===== src/rtl/jt10_adpcm_pkg.sv =====
// Shared definitions for the ADPCM-A ROM fetch path.
//   ROM_AW       : full ROM byte address width ({bank,addr})
//   LATE_CYC_DEF : default cycle budget from issue to SDRAM ok
//   state_t      : fetch FSM states
package jt10_adpcm_pkg;

    localparam int ROM_AW       = 24;
    localparam int LATE_CYC_DEF = 24;

    typedef enum logic [1:0] {
        ST_IDLE = 2'd0,
        ST_REQ  = 2'd1,
        ST_GAP  = 2'd2
    } state_t;

endpackage


===== src/rtl/jt10_adpcma_bytecache.sv =====
// Small fully-associative byte cache in front of the ADPCM-A ROM.
// Lookup is combinational over all tags; fills replace entries round-robin.
// Ports:
//   clk, rst_n       : clock, synchronous active-low reset (flushes valid bits and pointer)
//   key      [23:0]  : lookup address
//   hit, hit_data    : lookup result (hit_data is 0 on a miss)
//   wr               : write {wr_key, wr_data} into the entry at the replacement pointer
//   wr_key   [23:0]  : tag to store
//   wr_data  [7:0]   : byte to store
module jt10_adpcma_bytecache
    import jt10_adpcm_pkg::*;
#(
    parameter int CACHE_N = 6
) (
    input  logic              clk,
    input  logic              rst_n,
    input  logic [ROM_AW-1:0] key,
    output logic              hit,
    output logic [7:0]        hit_data,
    input  logic              wr,
    input  logic [ROM_AW-1:0] wr_key,
    input  logic [7:0]        wr_data
);

    localparam int PTR_W = (CACHE_N > 1) ? $clog2(CACHE_N) : 1;
    localparam logic [PTR_W-1:0] PTR_LAST = PTR_W'(CACHE_N - 1);

    logic [ROM_AW-1:0] tag [CACHE_N];
    logic [7:0]        dat [CACHE_N];
    logic [CACHE_N-1:0] vld;
    logic [PTR_W-1:0]   ptr;

    // A key is only ever stored once, so at most one entry can match.
    always_comb begin
        hit      = 1'b0;
        hit_data = 8'd0;
        for (int i = 0; i < CACHE_N; i++) begin
            if (vld[i] && tag[i] == key) begin
                hit      = 1'b1;
                hit_data = dat[i];
            end
        end
    end

    always_ff @(posedge clk) begin
        if (!rst_n) begin
            vld <= '0;
            ptr <= '0;
        end else if (wr) begin
            vld[ptr] <= 1'b1;
            ptr      <= (ptr == PTR_LAST) ? '0 : ptr + 1'b1;
        end
    end

    // Tag/data storage needs no reset: valid bits gate every use.
    always_ff @(posedge clk) begin
        if (wr) begin
            tag[ptr] <= wr_key;
            dat[ptr] <= wr_data;
        end
    end

endmodule


===== src/rtl/jt10_adpcma_romfetch.sv =====
// Bridges the ADPCM-A driver ROM strobe (addr/bank/roe_n) to an SDRAM req/ok port,
// with a small byte cache, one outstanding request and a one-deep pending slot.
// Ports:
//   clk, rst_n        : clock, synchronous active-low reset
//   cen               : clock enable qualifying roe_n sampling
//   addr[19:0], bank[3:0], roe_n : driver ROM strobe; key = {bank,addr}
//   datain[7:0]       : byte returned to the driver
//   rom_addr[23:0], rom_req, rom_ok, rom_data[7:0] : SDRAM-side handshake
//   late, overrun     : sticky status flags
//   clr_st            : clears the status flags (a simultaneous set wins)
module jt10_adpcma_romfetch
    import jt10_adpcm_pkg::*;
#(
    parameter int CACHE_N  = 6,
    parameter int LATE_CYC = LATE_CYC_DEF
) (
    input  logic              clk,
    input  logic              rst_n,
    input  logic              cen,
    input  logic [19:0]       addr,
    input  logic [3:0]        bank,
    input  logic              roe_n,
    output logic [7:0]        datain,
    output logic [ROM_AW-1:0] rom_addr,
    output logic              rom_req,
    input  logic              rom_ok,
    input  logic [7:0]        rom_data,
    output logic              late,
    output logic              overrun,
    input  logic              clr_st
);

    // Counter saturates at all-ones, which is always above LATE_CYC,
    // so the equality that raises late happens on exactly one cycle.
    localparam int CNT_W = $clog2(LATE_CYC + 2);
    localparam logic [CNT_W-1:0] LATE_V = CNT_W'(LATE_CYC);

    state_t            state;
    logic              roe_last;
    logic              pend_vld;
    logic [ROM_AW-1:0] pend_key;
    logic [CNT_W-1:0]  cnt;

    logic              strobe;
    logic [ROM_AW-1:0] skey;
    logic [ROM_AW-1:0] lk_key;
    logic              hit;
    logic [7:0]        hit_data;
    logic              fill;
    logic              req_new;
    logic              gap_new;

    assign strobe = cen & roe_last & ~roe_n;
    assign skey   = {bank, addr};
    // GAP re-checks the pending key; any strobe in that cycle is deferred.
    assign lk_key = (state == ST_GAP) ? pend_key : skey;
    assign fill   = (state == ST_REQ) & rom_ok;
    // In REQ a strobe needs the pending slot only if it is neither cached nor in flight.
    assign req_new = strobe & ~hit & (skey != rom_addr);
    assign gap_new = strobe & (skey != pend_key);

    jt10_adpcma_bytecache #(
        .CACHE_N (CACHE_N)
    ) u_cache (
        .clk      (clk),
        .rst_n    (rst_n),
        .key      (lk_key),
        .hit      (hit),
        .hit_data (hit_data),
        .wr       (fill),
        .wr_key   (rom_addr),
        .wr_data  (rom_data)
    );

    always_ff @(posedge clk) begin
        if (!rst_n) begin
            state    <= ST_IDLE;
            roe_last <= 1'b1;
            pend_vld <= 1'b0;
            pend_key <= '0;
            cnt      <= '0;
            datain   <= 8'd0;
            rom_addr <= '0;
            rom_req  <= 1'b0;
            late     <= 1'b0;
            overrun  <= 1'b0;
        end else begin
            if (cen) roe_last <= roe_n;

            // Placed first so that set conditions below override a clear.
            if (clr_st) begin
                late    <= 1'b0;
                overrun <= 1'b0;
            end

            case (state)
                ST_IDLE: begin
                    if (strobe) begin
                        if (hit) begin
                            datain <= hit_data;
                        end else begin
                            rom_addr <= skey;
                            rom_req  <= 1'b1;
                            cnt      <= '0;
                            state    <= ST_REQ;
                        end
                    end
                end

                ST_REQ: begin
                    if (cnt != '1) cnt <= cnt + 1'b1;
                    if (cnt == LATE_V && !rom_ok) late <= 1'b1;

                    if (rom_ok) begin
                        datain  <= rom_data;
                        rom_req <= 1'b0;
                        state   <= (pend_vld || req_new) ? ST_GAP : ST_IDLE;
                    end

                    // A hit from the newer strobe takes precedence over the fill data.
                    if (strobe && hit) datain <= hit_data;

                    if (req_new) begin
                        pend_key <= skey;
                        pend_vld <= 1'b1;
                        if (pend_vld && pend_key != skey) overrun <= 1'b1;
                    end
                end

                ST_GAP: begin
                    if (hit) begin
                        datain <= hit_data;
                        state  <= gap_new ? ST_GAP : ST_IDLE;
                    end else begin
                        rom_addr <= pend_key;
                        rom_req  <= 1'b1;
                        cnt      <= '0;
                        state    <= ST_REQ;
                    end
                    pend_vld <= gap_new;
                    if (gap_new) pend_key <= skey;
                end

                default: state <= ST_IDLE;
            endcase
        end
    end

endmodule

===== config.mk =====
export PLATFORM = sky130hd
export DESIGN_NAME = jt10_adpcma_romfetch
export DESIGN_NICKNAME = d
export VERILOG_FILES = /design/src/rtl/jt10_adpcm_pkg.sv /design/src/rtl/jt10_adpcma_bytecache.sv /design/src/rtl/jt10_adpcma_romfetch.sv
export SDC_FILE = /design/constraint.sdc
export NUM_CORES = 1
export LEC_CHECK = 0
export ABC_CLOCK_PERIOD_IN_PS = 4830
export BUFFER_PORTS_ARGS = -buffer_cell sky130_fd_sc_hd__buf_2
export CORE_MARGIN = 10
export CORE_UTILIZATION = 45
export CTS_BUF_LIST = sky130_fd_sc_hd__clkbuf_8
export DETAILED_ROUTE_END_ITERATION = 16
export MAX_ROUTING_LAYER = met4
export SLEW_MARGIN = 5
export SYNTH_ARGS = -nofsm -noshare
export SYNTH_HDL_FRONTEND = slang
export SYNTH_SLANG_ARGS = --single-unit

===== constraint.sdc =====
create_clock -name clk -period 4.83 [get_ports clk]
set_input_delay 0.7245 -clock clk [delete_from_list [all_inputs] [get_ports clk]]
set_output_delay 0.7245 -clock clk [all_outputs]
set_load 0.03 [all_outputs]

### Word level (Yosys, flattened, before mapping)

Memories as Yosys holds them, arrays and structs flattened.
Index checks and enable logic that the tools add are counted.
W data, S select, Z words.

* shift operators: 0
* bitwise operators: 9
* reductions and logical operators: 23
* eq/ne operators: 22
* div/mod/pow operators: 0
* mux-type cells: 54
* $mul: 0
* magnitude comparators: 2
* add/sub/neg operators: 2

Operators with widths (count)
* $eq A24 B24 Y1: 6
* $mux W24: 6
* $pmux W24 S2: 2
* $mux W8: 10
* $ne A24 B24 Y1: 3
* $pmux W8 S3: 1
* $mux W1: 20
* $mux W5: 3
* $pmux W5 S3: 1
* $reduce_and A3 Y1: 5
* $mux W2: 6
* $ne A2 B2 Y1 const B: 6
* $logic_and A1 B1 Y1: 10
* $and A1 B1 Y1: 6
* $or A6 B6 Y6: 1
* $pmux W2 S3: 1
* $add A5 B1 Y5 const B: 1
* $eq A5 B5 Y1 const B: 1
* $ne A5 B5 Y1 const B: 1
* $lt A3 B4 Y1 const B: 1
* $reduce_and A4 Y1: 1
* $reduce_bool A2 Y1: 2
* $add A3 B1 Y3 const B: 1
* $demux W1 S3: 1
* 15 further kinds: 16

* latch bits: 0
* logic and storage cells: 126
* RAM bits: 192
* bits of input ports: 38
* bits in registers: 77
* memories kept: 2
* output and inout port bits: 35
* bits in read-only memories: 0

Memory list
* u_cache.tag: depth 6, width 24, rd ports 6, clocked after Yosys merged registers in 0, write ports 1, RTL line jt10_adpcma_bytecache.sv:28 `logic [ROM_AW-1:0] tag [CACHE_N];`
* u_cache.dat: depth 6, width 8, rd ports 6, clocked after Yosys merged registers in 0, write ports 1, RTL line jt10_adpcma_bytecache.sv:29 `logic [7:0] dat [CACHE_N];`

### Logic depth before layout (Yosys ltp)

Gate-level depths: netlist of the first run.

* depth in word-level cells: 17
* gate-level depth with buffers: 17
* mapped depth without buffers: 10

### Hierarchy

A second synthesis of the first run with hierarchy kept.

* cell total of the unflattened synthesis: 942
* area, all modules: 11935.2 um^2

Modules (own cells, without submodules)
* jt10_adpcma_bytecache: area an instance 8383.0 um^2, sequential area each 5945.7 um^2, instances 1, cells each 513
* jt10_adpcma_romfetch: area an instance 3552.2 um^2, sequential area each 1361.3 um^2, instances 1, cells each 429

### Worst setup path before layout of the first run

OpenSTA, ideal clock, no wires.

* path kind: flip-flop to flip-flop
* start: register state[0]
* end: memory u_cache.dat[4][0] (enable)
* required time: 4.314 ns
* arrival time: 4.285 ns
* setup time: 0.516 ns
* buffers on the path: 0
* clock period less this slack: 4.801 ns
* cell stages (with the launch flop): 4
* slack: 0.029 ns
* cell sequence: dfxtp_1 > nor2b_1 > nand2_1 > nor4b_1

* longest elaborated chain between the ends: 4

Ends and longest elaborated chain
* from (decl): RTL line jt10_adpcma_romfetch.sv:38 `state_t state;`
* from (signal assigned): RTL line jt10_adpcma_romfetch.sv:117 `state <= (pend_vld || req_new) ? ST_GAP : ST_IDLE;`
* from (signal assigned): RTL line jt10_adpcma_romfetch.sv:133 `state <= gap_new ? ST_GAP : ST_IDLE;`
* $eq A2 B1 Y1: RTL line jt10_adpcma_romfetch.sv:57 `assign fill = (state == ST_REQ) & rom_ok;`
* $and A1 B1 Y1: RTL line jt10_adpcma_romfetch.sv:57
* $mux W1: RTL line jt10_adpcma_bytecache.sv:57 `if (wr) begin`
* $mux W1 (implied by the code): RTL line jt10_adpcma_bytecache.sv:59 `dat[ptr] <= wr_data;`
* to (decl): RTL line jt10_adpcma_bytecache.sv:29

No other way between the ends.

### Worst setup path after layout of the first run

* start: register state[0]
* end: register pend_key[23]

* longest elaborated chain between the ends: 15
* elaborated cells on any way between the ends: 29
* those cells by class: eq/ne: 10; mux: 8; bitwise: 3; reduce/logical: 8

Ends and longest elaborated chain
* $eq A2 B2 Y1: RTL line jt10_adpcma_romfetch.sv:56, jt10_adpcma_romfetch.sv:96
* $mux W24: RTL line jt10_adpcma_romfetch.sv:56 `assign lk_key = (state == ST_GAP) ? pend_key : skey;`
* $eq A24 B24 Y1: RTL line jt10_adpcma_bytecache.sv:38 `if (vld[i] && tag[i] == key) begin`
* $logic_and A1 B1 Y1: RTL line jt10_adpcma_bytecache.sv:38
* $mux W1 (6 in series): RTL line jt10_adpcma_bytecache.sv:38
* $not A1 Y1: RTL line jt10_adpcma_romfetch.sv:59 `assign req_new = strobe & ~hit & (skey != rom_addr);`
* $and A1 B1 Y1 (2 in series): RTL line jt10_adpcma_romfetch.sv:59
* $ne A2 B2 Y1 (no source line)
* $reduce_and A3 Y1 (no source line)
* to (signal assigned): RTL line jt10_adpcma_romfetch.sv:124 `pend_key <= skey;`
* to (signal assigned): RTL line jt10_adpcma_romfetch.sv:141 `if (gap_new) pend_key <= skey;`
* to (decl): RTL line jt10_adpcma_romfetch.sv:41 `logic [ROM_AW-1:0] pend_key;`

Several ways; a longest one is shown, not always the timed one.
A chain may end at the register's enable or synchronous reset.

==> results of run 1 <==
final timing paths:
path | slack, ps | start | endpoint | depth (start not counted)
max | 290 | state[0] | pend_key[23] | 11
max reg2reg | 290 | state[0] | pend_key[23] | 11
min reg2reg | 470 | overrun | overrun | 2
min | 390 | rom_data[3] | u_cache.dat[0][3] | 1
power groups by stage:
| stage | registers [mW] | clock network, mW | logic, mW |
|---|---|---|---|
| 6_report | 2.55 | 2.22 | 0.537 |
| 5_1_grt | 2.55 | 2.34 | 0.558 |
| 4_1_cts | 2.55 | 2.24 | 0.521 |
| 3_5_place_dp | 2.59 | 0 | 0.520 |
| 3_3_place_gp | 2.59 | 0 | 0.519 |
| 2_1_floorplan | 2.63 | 0 | 0.249 |
flip-flops by register name (all words and copies together) (netlist names), 3 cells and up:
| register | count |
|---|---|
| cnt | 5 |
| datain | 8 |
| pend_key | 24 |
| rom_addr | 24 |
| u_cache.dat | 48 |
| u_cache.ptr | 3 |
| u_cache.tag | 144 |
| u_cache.vld | 6 |
area by class of cell:
cell class	count	area, um2	area share, %
flip-flops and latches	269	7307	44.02
repair buffers	134	863.3	5.201
clock inverters	34	276.5	1.666
multi-input cells	930	6598	39.75
inverters	82	307.8	1.854
clock buffers	51	701.9	4.229
well taps	435	544.3	3.279
kinds of logic (layout without fill, tap and decap cells):
| family | count (synthesis) | in the layout | synth area share [%] |
|---|---|---|---|
| muxes | 48 | 48 | 4.064 |
| xor gates and xnor gates | 153 | 153 | 9.164 |
| and+or+nand+nor | 432 | 432 | 15.50 |
| AOI/OAI and AO/OA | 294 | 294 | 15.79 |
| adders and majority gates | 3 | 3 | 0.2567 |
| DFF | 269 | 269 | 49.97 |
| buffers and inverters | 171 | 301 | 5.254 |
routing by layer:
layer / vias to the layer above / GRT usage [%]
met5: - / -
li1: 5293 / -
met4: 0 / 13.31
met3: 189 / 6.480
met2: 899 / 41.88
met1: 6080 / 38.43
cells in the mapped netlist (all sizes together) (7+ instances only):
cell type,count
edfxtp,192
nand2,105
nor2,93
inv,81
dfxtp,77
xor2,77
xnor2,76
clkbuf,58
nor2b,49
mux2i,48
nor3,36
a21oi,34
nor4,34
buf,31
o21ai,31
a211oi,30
nand4,27
nand2b,26
a221oi,25
a2111oi,20
nand3,20
o22ai,17
a31oi,13
o2bb2ai,13
a22oi,12
o221ai,11
o2111ai,9
or2,9
or3,9
a222oi,8
a32o,7
o21bai,7
stage by stage:
step | total power, mW | hold WS, ps | worst slack, ps | instance area [um2]
global route | 5.449 | 406.0 | 92.14 | 16600
floorplan | 2.878 | 449.6 | 28.83 | 14620
finish | 5.305 | 392.3 | 286.2 | 16600
global placement | 3.114 | 464.7 | 304.9 | 15620
CTS | 5.310 | 375.1 | 138.6 | 16590
detailed placement | 3.114 | 465.4 | 177.7 | 15620
worst max-delay path: stages, from the launching register on:
cell	delay (ps)
dfxtp_1	530
nand2b_4	510
buf_4	320
mux2i_1	600
o22ai_1	180
a2111oi_0	590
nand3_1	150
o211ai_1	260
or3_1	400
nor4_4	120
nor2_8	470
mux2i_1	270
repair_timing:
item / 4_1_cts / 5_1_grt
endpoints found under the hold margin: 0 / 0
endpoints found under the setup margin: 0 / 32
resized for setup: 0 / 1
==> reports/results.tsv, run 1 <==
metric	value	unit
hp-class	in2reg	
fillers	2871	
tritoncts	done	
p_clk_share	41.9	%
routed-via-count	12460	
gp_congestion	1.228	
synth_top_area_share	39.43	%
syn_inst	1370	
grt_pass1_vias	11900	
portBuffers	72	
max-cap-violations	0	
place_inst	1850	
dp.final_hpwl	42530	um
antenna_left	0	
synth.cell_area	0.01462	mm2
wl_met3	7272	um
clkSinkCount	269	
grt.overflow.total	0	
ys_seq_area_share	49.97	%
grt_antenna_before_repair	0	
required	5350	ps
cts_setup_buffers	0	
comb_power_share	10.1	%
root_buffer	clkbuf_8	
clockBufferDepth	3	
start_util	45.98	%
ir_drop	0.0001923	V
fin_worst_skew	18.79	ps
postRouteWirelength	58920	um
grtUsageTotal	29.10	%
synth_ff_type	edfxtp_1	
htree_levels	2	
tns	0	ps
synth-seq-cells	269	
powerDensity	319.6	mW/mm2
top_layer	met4	
synthToLayoutAreaGrowth	13.51	%
relSlewSlack	32.45	%
routed-wl-met2	25130	um
p_sw_share	27.01	%
design.die.area	0.04011	mm2
synth_warnings	0	
drt-pass1-iter-count	7	
grt_max_degree	70	
synthArstFlopShare	0	%
fin_crit	4544	ps
slew_viol_final	0	
critPathKind	reg2reg	
die_w	200.3	um
fin_util	52.20	%
cp.arrival	5060	ps
instances_no_fill	1935	
fin_crit_sh	94.07	%
crit_path_end_kind	flip-flop	
post_drt_wl_per_cell	30.45	um
hold_viol_final	0	
antennaDiodeCount	0	
fin_nets	1504	
max_freq	220.1	MHz
mostFrequentLayoutCells	edfxtp_1, nand2_1, nor2_1	
core	0.03180	mm2
drt_iter0_drc	1978	
p_int	3.872	mW
crit_path_max_fanout	28	
fp.dieH	200.3	um
ys_types	90	
p_seq_share	48.0	%
start_kind	flip-flop	
synth_area_leaders	edfxtp_1, dfxtp_1, xor2_1	
cts_hold_repair.buffers	0	
status	finished clean	
grt_pass1_wl	84040	um
via_per_inst	6.440	
num_rows	65	
tightestPinTransition	1012	ps
met1_length	23580	um
final_common_cell	edfxtp_1	
yosysTopAreaCell	edfxtp_1	
pin_count	73	
drive_gt1_share	17.00	%
insertion_delay	590	ps
syn_area_per_cell	10.67	um2
clk_pin_slew	70	ps
rsz0062_at_grt	no	
netSwitchingPower	1.433	mW
setup_viol	0	
drc_errors	0	
synth_edf_count	192	
syn_nets	1411	
cts_buffers	46	
leakage	6.055	nW
No activity file was read; power rests on OpenSTA's default activity.
==> inputs of run 2 (changes only) <==
- CORE_ASPECT_RATIO: not set -> 0.9
- HOLD_SLACK_MARGIN: not set -> 0.05
- TNS_END_PERCENT: not set -> 20
==> reports/results.tsv, run 2 (synthesis gave the netlist of run 1 again) <==
metric	value	unit
tightestPinTransition	1130	ps
setup_viol	0	
drt-pass1-iter-count	7	
hold_viol_final	0	
grt.overflow.total	0	
leakage	6.069	nW
fin_crit_sh	94.22	%
post_cts_resized	0	
insertion_delay	620	ps
cts_buffers	47	
required	5360	ps
gp_congestion	1.110	
die_w	210.0	um
fp.dieH	191.0	um
start_util	45.75	%
relSlewSlack	24.19	%
via_per_inst	6.547	
crit_path_max_fanout	19	
hp-class	in2reg	
crit_slowest_cell	a211oi_1	
clkSinkCount	269	
fin_worst_skew	49.44	ps
grt_pass1_vias	12100	
tritoncts	done	
whs_endpoint	u_cache.dat[5][3]	
r2r_cells	11	
portBuffers	72	
worstPathCellList	nand2b_4 -> buf_4 -> mux2i_1 -> a22o_1 -> a2111oi_0 -> nand4_1 -> o211ai_1 -> or3_1 -> a211oi_1 -> a32o_1 -> o21bai_1	
drc_errors	0	
clockBufferDepth	3	
num_rows	62	
hold_ws	369.7	ps
antenna_left	0	
max-cap-violations	0	
synthToLayoutAreaGrowth	12.76	%
hp-start	rom_data[3]	
htree_levels	2	
design.die.area	0.04012	mm2
mostFrequentLayoutCells	edfxtp_1, nand2_1, inv_1	
powerDensity	315.4	mW/mm2
rr_startpoint	state[0]	
largest_reg_flops	144	
clk_pin_slew	60	ps
dp.final_hpwl	41930	um
hold-path-cell-count	1	
ir_drop	0.0002239	V
fin_crit	4551	ps
root_buffer	clkbuf_8	
slew_viol_final	0	
postRouteWirelength	58470	um
pin_count	73	
routed-via-count	12500	
grt_antenna_before_repair	2	
worst_slack	279.1	ps
drive_gt1_share	16.22	%
fin_nets	1495	
rsz0062_at_grt	no	
cp.arrival	5080	ps
cts_setup_buffers	0	
final_common_cell	edfxtp_1	
dp_slack	459.8	ps
critPathKind	reg2reg	
crit_path_end_kind	flip-flop	
status	finished clean	
largestRegisters	u_cache.tag: 144 flops, u_cache.dat: 48 flops	
grt_max_degree	57	
post_drt_wl_per_cell	30.61	um
timing.rr.end	datain[1]	
core	0.03196	mm2
grtUsageTotal	29.21	%
cp_slowest_stage_delay	960	ps
max_freq	219.7	MHz
tns	0	ps
cts_hold_repair.buffers	0	
grt_pass1_wl	83680	um
rrSetupSlack	280	ps
drt_iter0_drc	2057	
start_kind	flip-flop	
top_register	u_cache.tag	
[run 2: cell types whose count changed in the layout (fill, tap and decap cells not counted), moves of 3 or more]
cell / before / now
buf_4: 59 / 47
inv_1: 88 / 98
clkinv_1: 9 / 3
clkinvlp_4: 7 / 1
clkinv_2: 6 / 10
clkbuf_8: 51 / 54
[run 2: cell type report]
class	instances	area [um2]
multi-input cells	930	6594
clock buffers	54	743.2
flip-flops and latches	269	7307
clock inverters	33	197.7
fillers	2939	15470
diodes	2	5.005
repair buffers	124	813.3
inverters	82	307.8
well taps	416	520.5
[run 2: report_power, final]
| group | switching [mW] | internal [mW] |
|---|---|---|
| Sequential | 0.0574 | 2.51 |
| Clock | 0.991 | 1.13 |
| Combinational | 0.356 | 0.155 |
[run 2: metal layers]
| layer | GRT usage (%) | routed length [um] | up-vias |
|---|---|---|---|
| li1 | - | - | 5267 |
| met1 | 38.85 | 24040 | 6139 |
| met2 | 42.03 | 24800 | 896 |
| met3 | 6.200 | 6732 | 202 |
| met4 | 13.22 | 2896 | 0 |
| met5 | - | 0 | - |
[run 2: critical path: cells and delay by family (launching register included)]
kind | cells | cell delay, ps
compound gates | 6 | 1720
buf+inv | 1 | 290
mux | 1 | 730
simple gates | 3 | 1130
flops | 1 | 540
[run 2: how the worst max path moves through the flow]
stage,from,endpoint,slack [ps],depth (start not counted)
floorplan,state[0],u_cache.dat[4][0],30,3
global placement,state[0],datain[4],560,11
detailed placement,state[0],datain[1],460,12
CTS,state[0],datain[1],420,12
global route,state[0],datain[4],130,12
finish,state[0],datain[1],280,11
[run 2: through the flow]
step	utilization [%]	cells	total power, mW	area, um2
after floorplan	-	1370	2.878	14620
after global placement	48.63	1821	3.104	15540
after detailed placement	48.63	1821	3.106	15540
after CTS	51.57	1908	5.202	16480
after global routing	51.58	1909	5.343	16490
final	51.59	1910	5.201	16490
